<file path="config.mk">
export PLATFORM = sky130hd
export DESIGN_NAME = alu_mc
export DESIGN_NICKNAME = d
export VERILOG_FILES = /design/src/rtl/alu_mc.sv
export SDC_FILE = /design/constraint.sdc
export NUM_CORES = 1
export LEC_CHECK = 0
export BUFFER_PORTS_ARGS = -buffer_cell sky130_fd_sc_hd__buf_4
export CORE_ASPECT_RATIO = 1.2
export CORE_MARGIN = 1
export CORE_UTILIZATION = 25
export CTS_CLUSTER_SIZE = 16
export DETAILED_ROUTE_END_ITERATION = 6
export PLACE_DENSITY = 0.43
export SETUP_SLACK_MARGIN = 0.1
export SLEW_MARGIN = 0
export SYNTH_ARGS = -nofsm -noshare
export SYNTH_HDL_FRONTEND = slang
export SYNTH_SLANG_ARGS = --single-unit
</file>
<file path="constraint.sdc">
create_clock -name clk -period 4.74 [get_ports clk]
set_input_delay 0.948 -clock clk [delete_from_list [all_inputs] [get_ports clk]]
set_output_delay 0.948 -clock clk [all_outputs]
set_load 0.05 [all_outputs]
</file>
<file path="src/rtl/alu_mc.sv">
// alu_mc: multi-cycle ALU for the mMIPS execute stage.
// Single-cycle logic/add/shift/compare/clamp ops complete in one cycle;
// multiply and divide iterate one bit per cycle (WIDTH RUN steps + FIX).
// Shifts operate on operand s (a); LUI operates on operand t (b).
// Ports:
//   clk, rst      rising-edge clock, synchronous active-high reset
//   start         request, sampled only while busy=0
//   ctrl[5:0]     opcode, a/b operands s/t, all sampled with start
//   r, r2         low word / quotient, high word / remainder
//   z             r == 0
//   busy          iterative op in progress
//   done          one-cycle pulse when r/r2/z/err update
//   err           divide by zero or invalid opcode, held until next done
module alu_mc #(
   parameter int unsigned WIDTH = 32
) (
   input  logic             clk,
   input  logic             rst,
   input  logic             start,
   input  logic [5:0]       ctrl,
   input  logic [WIDTH-1:0] a,
   input  logic [WIDTH-1:0] b,
   output logic [WIDTH-1:0] r,
   output logic [WIDTH-1:0] r2,
   output logic             z,
   output logic             busy,
   output logic             done,
   output logic             err
);
   localparam int unsigned CW = $clog2(WIDTH + 1);
   localparam int unsigned HW = WIDTH / 2;

   localparam logic [5:0] OP_AND   = 6'h00;
   localparam logic [5:0] OP_OR    = 6'h01;
   localparam logic [5:0] OP_ADD   = 6'h02;
   localparam logic [5:0] OP_ADDU  = 6'h03;
   localparam logic [5:0] OP_XOR   = 6'h04;
   localparam logic [5:0] OP_SUB   = 6'h06;
   localparam logic [5:0] OP_SLT   = 6'h07;
   localparam logic [5:0] OP_SLTU  = 6'h08;
   localparam logic [5:0] OP_LUI   = 6'h09;
   localparam logic [5:0] OP_SLL1  = 6'h0A;
   localparam logic [5:0] OP_SLL2  = 6'h0B;
   localparam logic [5:0] OP_SLL8  = 6'h0C;
   localparam logic [5:0] OP_SRL1  = 6'h0D;
   localparam logic [5:0] OP_SRL2  = 6'h0E;
   localparam logic [5:0] OP_SRL8  = 6'h0F;
   localparam logic [5:0] OP_SRA1  = 6'h10;
   localparam logic [5:0] OP_SRA2  = 6'h11;
   localparam logic [5:0] OP_SRA8  = 6'h12;
   localparam logic [5:0] OP_MULTU = 6'h13;
   localparam logic [5:0] OP_DIVU  = 6'h14;
   localparam logic [5:0] OP_MULT  = 6'h15;
   localparam logic [5:0] OP_DIV   = 6'h16;
   localparam logic [5:0] OP_CLAMP = 6'h30;

   typedef enum logic [1:0] {IDLE, RUN, FIX} state_t;

   state_t           state, state_n;
   logic [CW-1:0]    count, count_n;
   logic [WIDTH-1:0] hi, hi_n;        // product high / partial remainder
   logic [WIDTH-1:0] lo, lo_n;        // multiplier / quotient shift register
   logic [WIDTH-1:0] opd, opd_n;      // multiplicand or divisor magnitude
   logic [WIDTH-1:0] s_save, s_save_n;
   logic             is_div, is_div_n;
   logic             neg_lo, neg_lo_n; // negate product / quotient in FIX
   logic             neg_hi, neg_hi_n; // negate remainder in FIX
   logic             dz, dz_n;
   logic [WIDTH-1:0] r_n, r2_n;
   logic             z_n, busy_n, done_n, err_n;

   // Single-cycle result; invalid opcodes leave sc_res at zero.
   logic [WIDTH-1:0] sc_res;
   logic             sc_hit;
   always_comb begin
      sc_res = '0;
      sc_hit = 1'b1;
      case (ctrl)
         OP_AND:   sc_res = a & b;
         OP_OR:    sc_res = a | b;
         OP_ADD,
         OP_ADDU:  sc_res = a + b;
         OP_XOR:   sc_res = a ^ b;
         OP_SUB:   sc_res = a - b;
         OP_SLT:   sc_res = WIDTH'($signed(a) < $signed(b));
         OP_SLTU:  sc_res = WIDTH'(a < b);
         OP_LUI:   sc_res = b << HW;
         OP_SLL1:  sc_res = a << 1;
         OP_SLL2:  sc_res = a << 2;
         OP_SLL8:  sc_res = a << 8;
         OP_SRL1:  sc_res = a >> 1;
         OP_SRL2:  sc_res = a >> 2;
         OP_SRL8:  sc_res = a >> 8;
         OP_SRA1:  sc_res = $unsigned($signed(a) >>> 1);
         OP_SRA2:  sc_res = $unsigned($signed(a) >>> 2);
         OP_SRA8:  sc_res = $unsigned($signed(a) >>> 8);
         OP_CLAMP: begin
            if (a[WIDTH-1])
               sc_res = '0;
            else if (a > WIDTH'(255))
               sc_res = WIDTH'(255);
            else
               sc_res = a;
         end
         default:  sc_hit = 1'b0;
      endcase
   end

   // Iterative op decode and operand magnitudes.
   logic             it_hit, it_div, it_signed;
   logic [WIDTH-1:0] a_mag, b_mag;
   assign it_div    = (ctrl == OP_DIVU) || (ctrl == OP_DIV);
   assign it_signed = (ctrl == OP_MULT) || (ctrl == OP_DIV);
   assign it_hit    = it_div || (ctrl == OP_MULTU) || (ctrl == OP_MULT);
   assign a_mag     = (it_signed && a[WIDTH-1]) ? -a : a;
   assign b_mag     = (it_signed && b[WIDTH-1]) ? -b : b;

   // One shift-add multiply step and one restoring divide step.
   logic [WIDTH:0]   mul_sum;
   logic [WIDTH:0]   rem_sh;
   logic [WIDTH-1:0] rem_dif;
   logic             take;
   assign mul_sum = {1'b0, hi} + (lo[0] ? {1'b0, opd} : '0);
   assign rem_sh  = {hi, lo[WIDTH-1]};
   assign rem_dif = rem_sh[WIDTH-1:0] - opd;
   assign take    = rem_sh >= {1'b0, opd};

   // Sign correction and final result selection for FIX.
   logic [2*WIDTH-1:0] prod_fix;
   logic [WIDTH-1:0]   fix_r, fix_r2;
   logic               fix_err;
   always_comb begin
      prod_fix = neg_lo ? -{hi, lo} : {hi, lo};
      fix_r    = prod_fix[WIDTH-1:0];
      fix_r2   = prod_fix[2*WIDTH-1:WIDTH];
      fix_err  = 1'b0;
      if (is_div) begin
         if (dz) begin
            fix_r   = '1;
            fix_r2  = s_save;
            fix_err = 1'b1;
         end else begin
            fix_r  = neg_lo ? -lo : lo;
            fix_r2 = neg_hi ? -hi : hi;
         end
      end
   end

   // Next-state and next-output logic.
   always_comb begin
      state_n  = state;
      count_n  = count;
      hi_n     = hi;
      lo_n     = lo;
      opd_n    = opd;
      s_save_n = s_save;
      is_div_n = is_div;
      neg_lo_n = neg_lo;
      neg_hi_n = neg_hi;
      dz_n     = dz;
      r_n      = r;
      r2_n     = r2;
      z_n      = z;
      busy_n   = busy;
      done_n   = 1'b0;
      err_n    = err;
      case (state)
         IDLE: begin
            if (start) begin
               if (it_hit) begin
                  state_n  = RUN;
                  busy_n   = 1'b1;
                  count_n  = CW'(WIDTH);
                  hi_n     = '0;
                  lo_n     = it_div ? a_mag : b_mag;
                  opd_n    = it_div ? b_mag : a_mag;
                  s_save_n = a;
                  is_div_n = it_div;
                  neg_lo_n = it_signed && (a[WIDTH-1] ^ b[WIDTH-1]);
                  neg_hi_n = it_signed && a[WIDTH-1];
                  dz_n     = it_div && (b == '0);
               end else begin
                  r_n    = sc_res;
                  r2_n   = '0;
                  z_n    = (sc_res == '0);
                  err_n  = !sc_hit;
                  done_n = 1'b1;
               end
            end
         end
         RUN: begin
            if (is_div) begin
               hi_n = take ? rem_dif : rem_sh[WIDTH-1:0];
               lo_n = {lo[WIDTH-2:0], take};
            end else begin
               hi_n = mul_sum[WIDTH:1];
               lo_n = {mul_sum[0], lo[WIDTH-1:1]};
            end
            count_n = count - CW'(1);
            if (count == CW'(1))
               state_n = FIX;
         end
         FIX: begin
            r_n     = fix_r;
            r2_n    = fix_r2;
            z_n     = (fix_r == '0);
            err_n   = fix_err;
            done_n  = 1'b1;
            busy_n  = 1'b0;
            state_n = IDLE;
         end
         default: state_n = IDLE;
      endcase
   end

   // State and output registers.
   always_ff @(posedge clk) begin
      if (rst) begin
         state  <= IDLE;
         count  <= '0;
         hi     <= '0;
         lo     <= '0;
         opd    <= '0;
         s_save <= '0;
         is_div <= 1'b0;
         neg_lo <= 1'b0;
         neg_hi <= 1'b0;
         dz     <= 1'b0;
         r      <= '0;
         r2     <= '0;
         z      <= 1'b1;
         busy   <= 1'b0;
         done   <= 1'b0;
         err    <= 1'b0;
      end else begin
         state  <= state_n;
         count  <= count_n;
         hi     <= hi_n;
         lo     <= lo_n;
         opd    <= opd_n;
         s_save <= s_save_n;
         is_div <= is_div_n;
         neg_lo <= neg_lo_n;
         neg_hi <= neg_hi_n;
         dz     <= dz_n;
         r      <= r_n;
         r2     <= r2_n;
         z      <= z_n;
         busy   <= busy_n;
         done   <= done_n;
         err    <= err_n;
      end
   end

endmodule
</file>
==> out/metrics.cfg <==
[status]
outcome = complete, no violations

[yosys]
syn-cell-area_um2 = 23100
yosysTopAreaCell = dfxtp_1
async_flop_share_pct = 0
synth_nets = 3534
avgSynthCellArea_um2 = 7.02
synth_top_cell_area_share_pct = 18.0
synth.distinct_cells = 86
synth_area_leaders = dfxtp_1 (18%), ha_1 (9.2%), a21oi_1 (6.8%)
synth_flop_cell = dfxtp_1
synth_most_common_cell = nand2_1
synth_seq_area_share_pct = 18.0
ys_seq_elements = 208
yosysWarnings = 0
syn_inst = 3288
synth-edff-count = 0
netlist_top_cells_count = nand2_1 (373), a21oi_1 (314), nor2_1 (308), clkbuf_1 (244), dfxtp_1 (208)

[sta]
finalCritPeriodShare_pct = 96.0
hold_viol = 0
rsz0062_at_grt = no
worstMarginPinSlew_ns = 1.19
finalSetupTns_ns = 0
setup_violations = 0
drv_slew = 0
min_period_ns = 4.55
max_freq_mhz = 220
worst_clock_skew_ns = 0.0369
slew_headroom_pct = 19.8

[global_routing]
grt_pass1_wl_um = 174000
antenna_found_initial = 2
track_usage_pct = 24.6
grt-ovfl-total = 0
grt_max_degree = 141
grt_pass1_vias = 26016

[setup_path]
cp_top_family = simple AND/OR/NAND/NOR gates
required_ns = 5.24
path_max_fanout = 3
path_cells = buf_4, inv_1, ha_2, inv_1, fa_1, nor2b_4, o311ai_4, buf_4, a21boi_1, mux2i_1, a211oi_2, nand4_1, nor3_2, nand4_1, nor4bb_4, buf_4, nand4_1, or4_4, o31ai_2
endpoint_kind = flop
endpoint = z
reg2reg_slack_ns = 0.46
arrival_ns = 5.05
cp_num_cells = 19
timing.rr.start = hi[0]
start_kind = primary input
reg2regPathDepth = 14
r2r-end = r2[30]
critPathLaunch = a[0]
critical_path_class = primary input to flop
critical-path-slowest-cell = nor4bb_4
critPathBufInv = 5
critical-path-max-stage-delay_ns = 0.48

[die]
io_pins = 141
fp.dieH_um = 335
dieWidth_um = 279
core_area_um2 = 91100
die_area_um2 = 93600
rows = 121
start_util_pct = 25.3

[detailed_routing]
remaining_drc_errors = 0
totalWireLength_um = 119000
drt_iter0_drc = 2318
detail_route.vias_per_cell = 5.48
drt_first_pass_iters = 6
wl_per_cell_um = 24.3
drt.antenna.violating_nets = 0
vias = 26776

[clock_tree]
path_clk_slew_ns = 0.06
insertion_delay_ns = 0.58
cts_tree = yes
cts_hold_buf = 0
numClockSinks = 208
cts_buffers = 27
cts_max_path_buffers = 3
cts-root-buf = clkbuf_16
cts-htree-levels = 1

[power_and_ir_drop]
total_power_w = 0.00623
max-vdd-ir-drop_mv = 0.225
power_density_nw_per_um2 = 213
p_leak_nw = 12.3

[finish]
fin_nets = 3882
nFillCells = 10122
drive_above_1_share_pct = 19.4
antennaDiodeCount = 0
fin_util_pct = 32.1
area_delta_synth_final_pct = 26.8

[placement]
gp_congestion = 1.01
io_buffers = 140
hpwl_um = 95700

[min_path]
hp-class = flop to flop

[job]
drv_cap = 0

[sequential cells by signal, summed over array words and instances, names as in the netlist, 2 cells and up]
register	count
state	2
r2	32
hi	32
lo	32
r	32
s_save	32
count	6
opd	32
[layout by cell type (no fill, tap or decap), types with 72 or more instances in the layout]
cell type  Yosys  final
mux2i_1       72     72
o21ai_0      191    190
nor2_1       308    302
buf_4          0    580
xnor2_1      153    153
a211oi_1     124    120
inv_1        153    153
a21oi_1      314    313
ha_1         169    168
nand2_1      373    372
dfxtp_1      208    206
[metal layers]
layer  track usage, %  share of wire [%]  vias up
li1                 -                  -    12754
met3             2.14                5.0      260
met4             12.8                5.9        2
met1             31.3                 43    12784
met2             41.4                 46      976
met5                0             0.0084        -
[cell families after synthesis]
group / after synthesis / share of synthesized area, %
compound gates: 1152 / 33.4
simple gates: 1051 / 21.1
fa+ha+maj: 173 / 9.50
xor+xnor: 207 / 7.85
buf+inv: 422 / 6.91
mux: 75 / 3.27
flops: 208 / 18.0
[cell type report]
cell class	count	area, µm²	share of cell area (%)
clock buffer	35	766	2.61
clock inverter	15	164	0.560
inverter	155	582	1.99
multi-input combinational	2658	17600	60.1
sequential	208	4170	14.2
tap	1230	1540	5.26
timing repair buffer	586	4470	15.3
[how the worst min path moves through the flow]
| stage | cells past startpoint | startpoint | end |
|---|---|---|---|
| after floorplan | 2 | opd[10] | opd[10] |
| after global placement | 2 | opd[20] | opd[20] |
| after detailed placement | 2 | opd[20] | opd[20] |
| after CTS | 2 | opd[20] | opd[20] |
| after global routing | 2 | opd[30] | opd[30] |
| final | 2 | opd[20] | opd[20] |
[where the power goes]
part	internal (W)	leakage [nW]	total (W)	switching, W
Clock	0.00126	0.458	0.00215	0.000886
Sequential	0.00179	1.68	0.00185	0.0000590
Combinational	0.000852	10.2	0.00223	0.00138
Total	0.00390	12.3	0.00623	0.00233
[worst reg2reg max path, stage by stage (launching register included)]
cell and delay, ns:
dfxtp_1 0.40, inv_1 0.09, ha_1 0.20, or3b_4 0.41, or3_4 0.37, or3_4 0.36
or3_4 0.35, or3_4 0.35, or3_4 0.37, or3_1 0.48, o21ai_0 0.31, xnor2_1 0.10
mux2i_1 0.14, a21oi_1 0.09, a22o_1 0.19
[timing repair]
action / CTS / global route
resized for setup: 13 / 17
setup endpoints to repair: 2 / 1
pin swaps: 2 / 11
setup buffers: 0 / 3
endpoints found under the hold margin: 0 / 0
[through the flow]
stage	hold WS, ns	worst slack (ns)	std cells	area [µm²]
floorplan	0.432	0.112	3288	23100
global placement	0.439	-1.11	4834	28200
detailed placement	0.446	-1.13	4834	28200
CTS	0.453	0.109	4884	29200
global route	0.464	0.109	4887	29300
finish	0.451	0.189	4887	29300
Note: power is estimated with default switching activity, not from simulation.
